==> src/rtl/ibuf_banked_queue_pkg.sv <==
// Shared frontend definitions for the banked instruction buffer: default
// geometry, the stored entry layout and the bank-count derivation.
package ibuf_banked_queue_pkg;

  localparam int IBUF_IN_WIDTH  = 4;
  localparam int IBUF_OUT_WIDTH = 4;
  localparam int IBUF_DEPTH     = 16;
  localparam int IBUF_FSQ_IDX_W = 4;
  localparam int IBUF_INST_W    = 32;

  localparam int IBUF_OFF_W = $clog2(IBUF_IN_WIDTH);
  localparam int IBUF_PTR_W = $clog2(IBUF_DEPTH);
  localparam int IBUF_CNT_W = IBUF_PTR_W + 1;

  // One queued instruction together with its fetch-group bookkeeping.
  typedef struct packed {
    logic [IBUF_FSQ_IDX_W-1:0] fsq_idx;
    logic [IBUF_OFF_W-1:0]     offset;
    logic [IBUF_INST_W-1:0]    inst;
  } ibuf_entry_t;

  // Enough banks that neither a full input group nor a full output window
  // ever needs two accesses to the same bank in one cycle.
  function automatic int ibuf_num_banks(input int in_w, input int out_w);
    return (in_w > out_w) ? in_w : out_w;
  endfunction

endpackage

==> src/rtl/ibuf_banked_queue_bank.sv <==
// Single bank of the instruction buffer: one synchronous write port and one
// combinational read port. Contents are intentionally not reset.
module ibuf_bank #(
  parameter  int WIDTH = 38,
  parameter  int ROWS  = 4,
  localparam int AW    = (ROWS > 1) ? $clog2(ROWS) : 1
) (
  input  logic             clk_i,
  input  logic             we_i,
  input  logic [AW-1:0]    waddr_i,
  input  logic [WIDTH-1:0] wdata_i,
  input  logic [AW-1:0]    raddr_i,
  output logic [WIDTH-1:0] rdata_o
);

  logic [WIDTH-1:0] mem_q [ROWS];

  // Row write; no reset so this maps onto plain RAM/flop arrays.
  always_ff @(posedge clk_i) begin
    if (we_i) mem_q[waddr_i] <= wdata_i;
  end

  assign rdata_o = mem_q[raddr_i];

endmodule

==> src/rtl/ibuf_banked_queue.sv <==
// Banked circular instruction queue between predecode and decode.
// Accepts up to IN_WIDTH instructions per cycle when in_ready is high and
// presents up to OUT_WIDTH from the head; the consumer takes deq_num of them.
// A redirect empties the queue in one cycle.
// Optional build macro IBUF_PERF_EN adds saturating full/stall cycle counters.
module ibuf_banked_queue
  import ibuf_banked_queue_pkg::*;
#(
  parameter  int IN_WIDTH  = IBUF_IN_WIDTH,
  parameter  int OUT_WIDTH = IBUF_OUT_WIDTH,
  parameter  int DEPTH     = IBUF_DEPTH,
  parameter  int FSQ_IDX_W = IBUF_FSQ_IDX_W,
  localparam int IN_NUM_W  = $clog2(IN_WIDTH) + 1,
  localparam int OUT_NUM_W = $clog2(OUT_WIDTH) + 1,
  localparam int OFF_W     = $clog2(IN_WIDTH),
  localparam int PTR_W     = $clog2(DEPTH),
  localparam int CNT_W     = PTR_W + 1
) (
  input  logic                                clk,
  input  logic                                rst,
  input  logic                                redirect,
  input  logic [IN_WIDTH-1:0]                 in_en,
  input  logic [IN_NUM_W-1:0]                 in_num,
  input  logic [FSQ_IDX_W-1:0]                in_fsq_idx,
  input  logic [IN_WIDTH-1:0][31:0]           in_inst,
  output logic                                in_ready,
  output logic [OUT_WIDTH-1:0]                out_en,
  output logic [OUT_WIDTH-1:0][31:0]          out_inst,
  output logic [OUT_WIDTH-1:0][FSQ_IDX_W-1:0] out_fsq_idx,
  output logic [OUT_WIDTH-1:0][OFF_W-1:0]     out_offset,
  input  logic [OUT_NUM_W-1:0]                deq_num,
  output logic [CNT_W-1:0]                    count,
  output logic                                full
`ifdef IBUF_PERF_EN
  ,
  output logic [31:0]                         perf_full_cycles,
  output logic [31:0]                         perf_stall_cycles
`endif
);

  localparam int NB     = ibuf_num_banks(IN_WIDTH, OUT_WIDTH);
  localparam int BANK_W = $clog2(NB);
  localparam int ROWS   = DEPTH / NB;
  localparam int ROW_W  = PTR_W - BANK_W;
  localparam int ENT_W  = $bits(ibuf_entry_t);

  logic [PTR_W-1:0] head_q, head_d;
  logic [PTR_W-1:0] tail_q, tail_d;
  logic [CNT_W-1:0] count_q, count_d;

  logic                       enq_fire;
  logic [CNT_W-1:0]           avail;
  logic [CNT_W-1:0]           in_eff;
  logic [CNT_W-1:0]           deq_eff;

  logic [NB-1:0]              slot_en;
  ibuf_entry_t [NB-1:0]       slot_entry;

  logic [NB-1:0]              bank_we;
  logic [NB-1:0][ROW_W-1:0]   bank_waddr;
  logic [NB-1:0][ROW_W-1:0]   bank_raddr;
  ibuf_entry_t [NB-1:0]       bank_wdata;
  ibuf_entry_t [NB-1:0]       bank_rdata;

  // Handshake and occupancy arithmetic; in_ready looks only at registered count.
  always_comb begin
    in_ready = (count_q <= CNT_W'(DEPTH - IN_WIDTH));
    full     = (count_q == CNT_W'(DEPTH));
    enq_fire = in_en[0] && in_ready && !redirect;
    in_eff   = enq_fire ? CNT_W'(in_num) : '0;
    avail    = (count_q > CNT_W'(OUT_WIDTH)) ? CNT_W'(OUT_WIDTH) : count_q;
    deq_eff  = (CNT_W'(deq_num) > avail) ? avail : CNT_W'(deq_num);
  end

  // Pack each input slot into a stored entry, widened to one lane per bank.
  always_comb begin
    slot_en    = '0;
    slot_entry = '0;
    for (int i = 0; i < IN_WIDTH; i++) begin
      slot_en[i]            = in_en[i];
      slot_entry[i].fsq_idx = in_fsq_idx;
      slot_entry[i].offset  = OFF_W'(i);
      slot_entry[i].inst    = in_inst[i];
    end
  end

  // Write steering: bank b receives input slot (b - tail) mod NB at row (tail+slot)/NB.
  always_comb begin
    logic [BANK_W-1:0] slot;
    logic [PTR_W-1:0]  ptr;
    slot       = '0;
    ptr        = '0;
    bank_we    = '0;
    bank_waddr = '0;
    bank_wdata = '0;
    for (int b = 0; b < NB; b++) begin
      slot          = BANK_W'(b) - tail_q[BANK_W-1:0];
      ptr           = tail_q + PTR_W'(slot);
      bank_we[b]    = enq_fire && slot_en[slot];
      bank_waddr[b] = ptr[PTR_W-1:BANK_W];
      bank_wdata[b] = slot_entry[slot];
    end
  end

  // Read steering: bank b serves output slot (b - head) mod NB.
  always_comb begin
    logic [BANK_W-1:0] slot;
    logic [PTR_W-1:0]  ptr;
    slot       = '0;
    ptr        = '0;
    bank_raddr = '0;
    for (int b = 0; b < NB; b++) begin
      slot          = BANK_W'(b) - head_q[BANK_W-1:0];
      ptr           = head_q + PTR_W'(slot);
      bank_raddr[b] = ptr[PTR_W-1:BANK_W];
    end
  end

  // Rotate bank read data back into head-relative output order.
  always_comb begin
    logic [BANK_W-1:0] bsel;
    bsel        = '0;
    out_en      = '0;
    out_inst    = '0;
    out_fsq_idx = '0;
    out_offset  = '0;
    for (int k = 0; k < OUT_WIDTH; k++) begin
      bsel           = head_q[BANK_W-1:0] + BANK_W'(k);
      out_en[k]      = (CNT_W'(k) < count_q);
      out_inst[k]    = bank_rdata[bsel].inst;
      out_fsq_idx[k] = bank_rdata[bsel].fsq_idx;
      out_offset[k]  = bank_rdata[bsel].offset;
    end
  end

  for (genvar b = 0; b < NB; b++) begin : g_bank
    ibuf_bank #(
      .WIDTH (ENT_W),
      .ROWS  (ROWS)
    ) u_bank (
      .clk_i   (clk),
      .we_i    (bank_we[b]),
      .waddr_i (bank_waddr[b]),
      .wdata_i (bank_wdata[b]),
      .raddr_i (bank_raddr[b]),
      .rdata_o (bank_rdata[b])
    );
  end

  // Next pointer/count state; redirect overrides both enqueue and dequeue.
  always_comb begin
    if (redirect) begin
      head_d  = '0;
      tail_d  = '0;
      count_d = '0;
    end else begin
      head_d  = head_q + PTR_W'(deq_eff);
      tail_d  = tail_q + PTR_W'(in_eff);
      count_d = count_q + in_eff - deq_eff;
    end
  end

  // Pointer and occupancy registers.
  always_ff @(posedge clk or posedge rst) begin
    if (rst) begin
      head_q  <= '0;
      tail_q  <= '0;
      count_q <= '0;
    end else begin
      head_q  <= head_d;
      tail_q  <= tail_d;
      count_q <= count_d;
    end
  end

  assign count = count_q;

`ifdef IBUF_PERF_EN
  logic [31:0] perf_full_q;
  logic [31:0] perf_stall_q;

  // Saturating event counters; only reset clears them, redirect does not.
  always_ff @(posedge clk or posedge rst) begin
    if (rst) begin
      perf_full_q  <= '0;
      perf_stall_q <= '0;
    end else begin
      if (in_en[0] && !in_ready && (perf_full_q != '1))
        perf_full_q <= perf_full_q + 32'd1;
      if ((count_q != '0) && (deq_num == '0) && (perf_stall_q != '1))
        perf_stall_q <= perf_stall_q + 32'd1;
    end
  end

  assign perf_full_cycles  = perf_full_q;
  assign perf_stall_cycles = perf_stall_q;
`endif

`ifndef SYNTHESIS
  // The consumer may never take more than is presented; the datapath clamps anyway.
  always_ff @(posedge clk) begin
    if (!rst) begin
      assert (CNT_W'(deq_num) <= avail)
        else $error("ibuf: deq_num %0d exceeds presented %0d", deq_num, avail);
    end
  end
`endif

endmodule
==> config.mk <==
export PLATFORM = sky130hd
export DESIGN_NAME = ibuf_banked_queue
export DESIGN_NICKNAME = d
export VERILOG_FILES = /design/src/rtl/ibuf_banked_queue_pkg.sv /design/src/rtl/ibuf_banked_queue_bank.sv /design/src/rtl/ibuf_banked_queue.sv
export SDC_FILE = /design/constraint.sdc
export NUM_CORES = 1
export LEC_CHECK = 0
export BUFFER_PORTS_ARGS = -buffer_cell sky130_fd_sc_hd__buf_2
export CAP_MARGIN = 25
export CORE_MARGIN = 4
export CORE_UTILIZATION = 37
export DETAILED_ROUTE_END_ITERATION = 8
export GPL_TIMING_DRIVEN = 0
export SETUP_SLACK_MARGIN = 0.1
export SLEW_MARGIN = 10
export SYNTH_ARGS = -nofsm -noshare
export SYNTH_HDL_FRONTEND = slang
export SYNTH_HIERARCHICAL = 1
export SYNTH_SLANG_ARGS = --single-unit
==> constraint.sdc <==
create_clock -name clk -period 16.5 [get_ports clk]
set_clock_uncertainty 0.2 [all_clocks]
set_input_delay 0.825 -clock clk [delete_from_list [all_inputs] [get_ports clk]]
set_output_delay 0.825 -clock clk [all_outputs]
set_load 0.1 [all_outputs]
==> reports/metrics.cfg, run 1 <==
[synthesis]
netlist_top_cells_count = edfxtp_1 (608), mux4_2 (436), buf_2 (48), ha_1 (26), buf_4 (25)
synth_warnings = 6
syn-num-nets = 1476
synth_seq_cells = 621
synth.avg_cell_area_sq_um = 23.28
ys_types = 37
syn_inst = 1300
synth_edf_count = 608
synth_top_area_share_pct = 60.33
netlist_area_sq_um = 30260
yosysSeqAreaShare_pct = 61.40
yosys.area.top_type = edfxtp_1
synth.area.top_cells = edfxtp_1 (60%), mux4_2 (32%), dfrtp_1 (1.1%)
synth.most_common_cell = edfxtp_1
ys.flop_type = edfxtp_1
async_flop_share_pct = 2.093

[routing]
wirelength_mm = 95.82
ant_nets = 0
via_per_inst = 5.993
num_vias = 17000
wl_per_cell_um = 33.78
drc_errors = 0
drt_iter0_drc = 1757
drt_pass1_iterations = 5

[cells_and_area]
layout-drive-gt1-share_pct = 55.47
final_nets = 1880
nFillCells = 6886
area_growth_syn_to_layout_pct = 17.74

[critical_path]
crit_type = reg2out
start_kind = register
cp_max_fo = 10
cpMaxStageDelayCell = mux4_2
worstPathCellList = buf_2, buf_2, buf_2, inv_1, ha_1, clkbuf_2, buf_4, xor2_1, a21o_1, nand2_1, xnor2_1, buf_2, buf_2, mux4_2, mux4_2, buf_2
cp_slowest_stage_delay_ns = 0.56
worstSetupEndpointType = primary output
arrival_ns = 6.15
cp.required_ns = 15.47
path_common_cell = buf_2

[timing]
setup_violations = 0
fmax_mhz = 139.4
rsz0062_at_grt = no
tightest_slew_ns = 1.122
hold_viol = 0
post-route-period-util_pct = 43.47
fin_setup_tns_ns = 0
final.min_clock_period_ns = 7.173
slew_headroom_pct = 25.21
report.final.slew_viol_count = 0

[place]
dpl.hpwl_mm = 68.18
portBuffers = 307
place_congestion = 0.7786

[floorplanning]
die_area_sq_um = 86430
rows = 104
fp.dieW_um = 294.0
core-area_sq_um = 80810
initial_core_util_pct = 37.45
dieHeight_um = 294.0
ios = 308

[clock_network]
cts_buffers = 61
cts.sinks = 621
clock_path_buffers = 3
clkSlewWorstSetupHoldPaths_ns = 0.06
hold_buffers = 0
cts_tree = yes
htree_levels = 2
cts_resized = 0
insertion_delay_ns = 0.63
post_cts.repair.setup_buffers = 0
cts_root_buf = clkbuf_16

[hold_path]
holdCritPathClass = in2async

[global_route]
grt_usage_pct = 22.11
grt_pass1_wl_mm = 133.9
grt_remaining_overflow = 0
antenna_found_initial = 21
grt_max_degree = 39
grt_pass1_vias = 17460

[outcome]
status = completed

[run]
cap_violations = 0

## logic make-up (layout without fill, tap and decap cells)
kind of cell    Yosys count  after routing  share of synthesized area [%]
mux                     441            441                          32.62
fa+ha+maj                31             31                          1.406
buf+inv                 115            569                          2.592
other cells               1             24                        0.01239
xor+xnor                 18             18                         0.5209
simple gates             59             59                          1.137
flops                   621            621                          61.40
compound gates           14             14                         0.3018
## path summary, 6_finish.rpt
path                                     start                                 endpoint  slack (ns)  depth (start not counted)
max in group asynchronous                  rst                      tail_q[2]$_DFF_PP0_       15.68                          2
min in group clk                      redirect                      head_q[0]$_DFF_PP0_        0.22                          2
setup reg to reg           tail_q[1]$_DFF_PP0_  g_bank[2].u_bank/mem_q[0][16]$_DFFE_PP_       11.00                         13
hold / removal                             rst                       count[3]$_DFF_PP0_        0.04                          2
setup / recovery           head_q[1]$_DFF_PP0_                            out_inst[126]        9.33                         16
hold reg to reg             count[4]$_DFF_PP0_                       count[4]$_DFF_PP0_        0.54                          3
## cell type report
type | count | area, sq um | area share (%)
antenna | 23 | 57.56 | 0.1615
buffer | 100 | 728.2 | 2.044
clock buffer | 81 | 1654 | 4.642
tap | 1060 | 1326 | 3.722
sequential | 621 | 18580 | 52.15
inverter | 15 | 56.30 | 0.1580
clock inverter | 32 | 229.0 | 0.6426
multi-input combinational | 564 | 10960 | 30.75
timing repair buffer | 341 | 2041 | 5.727
## critical path: cells and delay by family, from the launching register on
kind | cells | cell delay, ns
buffers and inverters | 9 | 3.02
muxes | 2 | 0.97
DFF | 1 | 0.55
AOI/OAI and AO/OA | 1 | 0.14
adders and majority gates | 1 | 0.33
xor gates and xnor gates | 2 | 0.43
and+or+nand+nor | 1 | 0.06
## flip-flops by register name (all words and copies together), names as in the netlist
register	count
g_bank.u_bank/mem_q	608
count	5
head_q	4
tail_q	4
## per-layer routing
metal	up-vias	GRT usage (%)	share of wire, %
met2	789	38.08	51
met5	-	0	0.041
met4	6	6.723	3.3
met1	9361	28.13	37
li1	6697	-	-
met3	150	5.072	8.1
## stage by stage
step	cell area (sq um)	std cells	worst slack [ns]	hold slack (ns)	utilization [%]
2_1_floorplan	30260	1300	9.661	0.3927	-
5_1_grt	35590	2821	9.089	0.07110	44.05
3_3_place_gp	33130	2667	5.602	0.5150	40.99
6_report	35630	2837	9.327	0.04467	44.09
3_5_place_dp	33690	2701	9.927	0.5170	41.69
4_1_cts	35570	2814	9.259	0.03199	44.02
## cells in the final DEF, fill, tap and decap left out, types with 5 or more instances in the layout
cell | netlist | layout
buf_16 | 0 | 8
and3b_4 | 0 | 6
diode_2 | 0 | 23
mux4_2 | 436 | 436
inv_1 | 15 | 15
edfxtp_1 | 608 | 608
buf_6 | 9 | 16
fa_1 | 5 | 5
buf_2 | 48 | 355
buf_12 | 8 | 13
clkinv_1 | 0 | 13
nor2_1 | 14 | 14
clkbuf_1 | 9 | 26
xnor2_1 | 8 | 8
ha_1 | 26 | 26
nand2_1 | 8 | 8
clkinv_2 | 0 | 13
clkbuf_16 | 0 | 63
xor2_1 | 10 | 10
dfrtp_1 | 13 | 13
and2_1 | 9 | 9
buf_4 | 25 | 39
Power of run 1 is left out: the tool's default activity adds up to more than one toggle a clock period on the data nets, which glitch-free logic cannot reach.
==> inputs of run 2 (changes only) <==
==> constraint.sdc (replaced) <==
create_clock -name clk -period 7.11 [get_ports clk]
set_clock_uncertainty 0.2 [all_clocks]
set_input_delay 0.3555 -clock clk [delete_from_list [all_inputs] [get_ports clk]]
set_output_delay 0.3555 -clock clk [all_outputs]
set_load 0.1 [all_outputs]
==> reports/metrics.cfg, run 2 (synthesized netlist as in run 1, its figures left out) <==
[outcome]
status = completed

[clock_network]
clock_path_buffers = 3  ; unchanged
hold_buffers = 81  ; +81
cts_buffers = 61  ; unchanged
clkSlewWorstSetupHoldPaths_ns = 0.06  ; about the same
post_cts.repair.setup_buffers = 0  ; unchanged
insertion_delay_ns = 0.62  ; about the same
cts_root_buf = clkbuf_16
cts_resized = 0  ; unchanged
cts.sinks = 621  ; unchanged
htree_levels = 2  ; unchanged
cts_tree = yes

[timing]
rsz0062_at_grt = no
final.min_clock_period_ns = 6.756
slew_headroom_pct = 25.94  ; +0.73 points
fmax_mhz = 148.0
report.final.slew_viol_count = 0  ; unchanged
hold_viol = 0  ; unchanged
post-route-period-util_pct = 95.02
setup_violations = 0  ; unchanged
setup_slack_ns = 0.3538  ; -8.973 ns
tightest_slew_ns = 1.111  ; -0.01092 ns

[place]
post-place-ws_ns = 1.006  ; -8.921 ns
portBuffers = 307  ; unchanged
place_congestion = 0.7786  ; unchanged
dpl.hpwl_mm = 68.18  ; unchanged

[run]
cap_violations = 0  ; unchanged

[cells_and_area]
largest_register = g_bank.u_bank/mem_q
largest_reg_flops = 608  ; unchanged
layout_commonest_cell = edfxtp_1
area_growth_syn_to_layout_pct = 20.30
nFillCells = 6849  ; -0.54%
final_cell_mix = edfxtp_1 (608), mux4_2 (436), buf_2 (355)
layout-drive-gt1-share_pct = 53.02  ; -2.4 points
final_nets = 1961  ; +4.3%

[routing]
drt_pass1_iterations = 5  ; unchanged
ant_nets = 0  ; unchanged
drt_iter0_drc = 1715  ; -2.4%
wirelength_mm = 96.53  ; +0.74%
via_per_inst = 5.971  ; -0.38%
wl_per_cell_um = 33.24  ; -1.6%
num_vias = 17340  ; +2.0%
drc_errors = 0  ; unchanged

[global_route]
grt_usage_pct = 22.26  ; +0.15 points
grt_pass1_wl_mm = 135.1  ; +0.92%
grt_max_degree = 39  ; unchanged
grt_remaining_overflow = 0  ; unchanged
antenna_found_initial = 12  ; -43%
grt_pass1_vias = 17890  ; +2.5%

[floorplanning]
fp.dieW_um = 294.0  ; unchanged
ios = 308  ; unchanged
die_area_sq_um = 86430  ; unchanged
dieHeight_um = 294.0  ; unchanged
initial_core_util_pct = 37.45  ; unchanged
rows = 104  ; unchanged
core-area_sq_um = 80810  ; unchanged

[critical_path]
cp.required_ns = 6.55  ; -8.92 ns
arrival_ns = 6.20  ; +0.05 ns
ff2ff_setup_slack_ns = 1.64  ; -9.36 ns
cp_max_fo = 10  ; unchanged
worstSetupEndpointType = primary output
crit_type = reg2out
start_kind = register

[hold_path]
holdCritPathClass = in2reg

-- run 2: cell types whose count changed in the layout (fill, tap and decap cells not counted), sizes merged --
cell / previous run / this run
dlygate4sd3: 0 / 81
diode: 23 / 9
-- run 2: final cells by class --
type                    instances  area [sq um]  area share, %
flip-flops and latches        621         18580          51.04
multi-input cells             564         10960          30.09
repair buffers                422          2851          7.832
clock buffers                  81          1654          4.543
well taps                    1060          1326          3.643
plain buffers                 100         728.2          2.000
clock inverters                32         229.0         0.6289
inverters                      15         56.30         0.1546
diodes                          9         22.52        0.06186
-- run 2: per-layer routing --
| metal | vias to the layer above | track usage, % | part of all wire [%] |
|---|---|---|---|
| li1 | 6837 | - | - |
| met5 | - | 0 | 0.041 |
| met4 | 6 | 6.960 | 3.4 |
| met1 | 9461 | 28.01 | 37 |
| met3 | 167 | 4.808 | 7.9 |
| met2 | 868 | 38.80 | 52 |
-- run 2: metrics by stage --
stage | util, % | instances | hold slack (ns) | area (sq um) | TNS (ns)
after floorplan | - | 1300 | 0.03246 | 30260 | 0
after global placement | 40.99 | 2667 | 0.2151 | 33130 | -412.93
after detailed placement | 41.69 | 2701 | 0.2330 | 33690 | 0
after CTS | 45.03 | 2895 | 0.0001882 | 36380 | 0
after global routing | 45.04 | 2900 | 0.01096 | 36400 | 0
final | 45.05 | 2904 | 0.02995 | 36410 | 0
-- run 2: final timing paths --
kind	startpoint	endpoint	cells past startpoint
setup reg to reg	tail_q[1]$_DFF_PP0_	g_bank[2].u_bank/mem_q[0][16]$_DFFE_PP_	13
hold reg to reg	count[4]$_DFF_PP0_	count[4]$_DFF_PP0_	3
setup / recovery	head_q[1]$_DFF_PP0_	out_inst[94]	16
max in group asynchronous	rst	tail_q[2]$_DFF_PP0_	3
hold / removal	in_inst[110]	g_bank[2].u_bank/mem_q[1][14]$_DFFE_PP_	2
min in group asynchronous	rst	count[3]$_DFF_PP0_	3
-- run 2: worst max-delay path, stage by stage (launching register included) --
cell	delay (ns)
dfrtp_1	0.54
buf_2	0.30
buf_2	0.38
buf_2	0.48
inv_1	0.23
ha_1	0.33
clkbuf_2	0.13
buf_4	0.44
xor2_1	0.25
a21o_1	0.15
nand2_1	0.06
xnor2_1	0.19
buf_2	0.36
buf_2	0.40
mux4_2	0.41
mux4_2	0.56
buf_2	0.33
Power of run 2 is left out for the same reason.
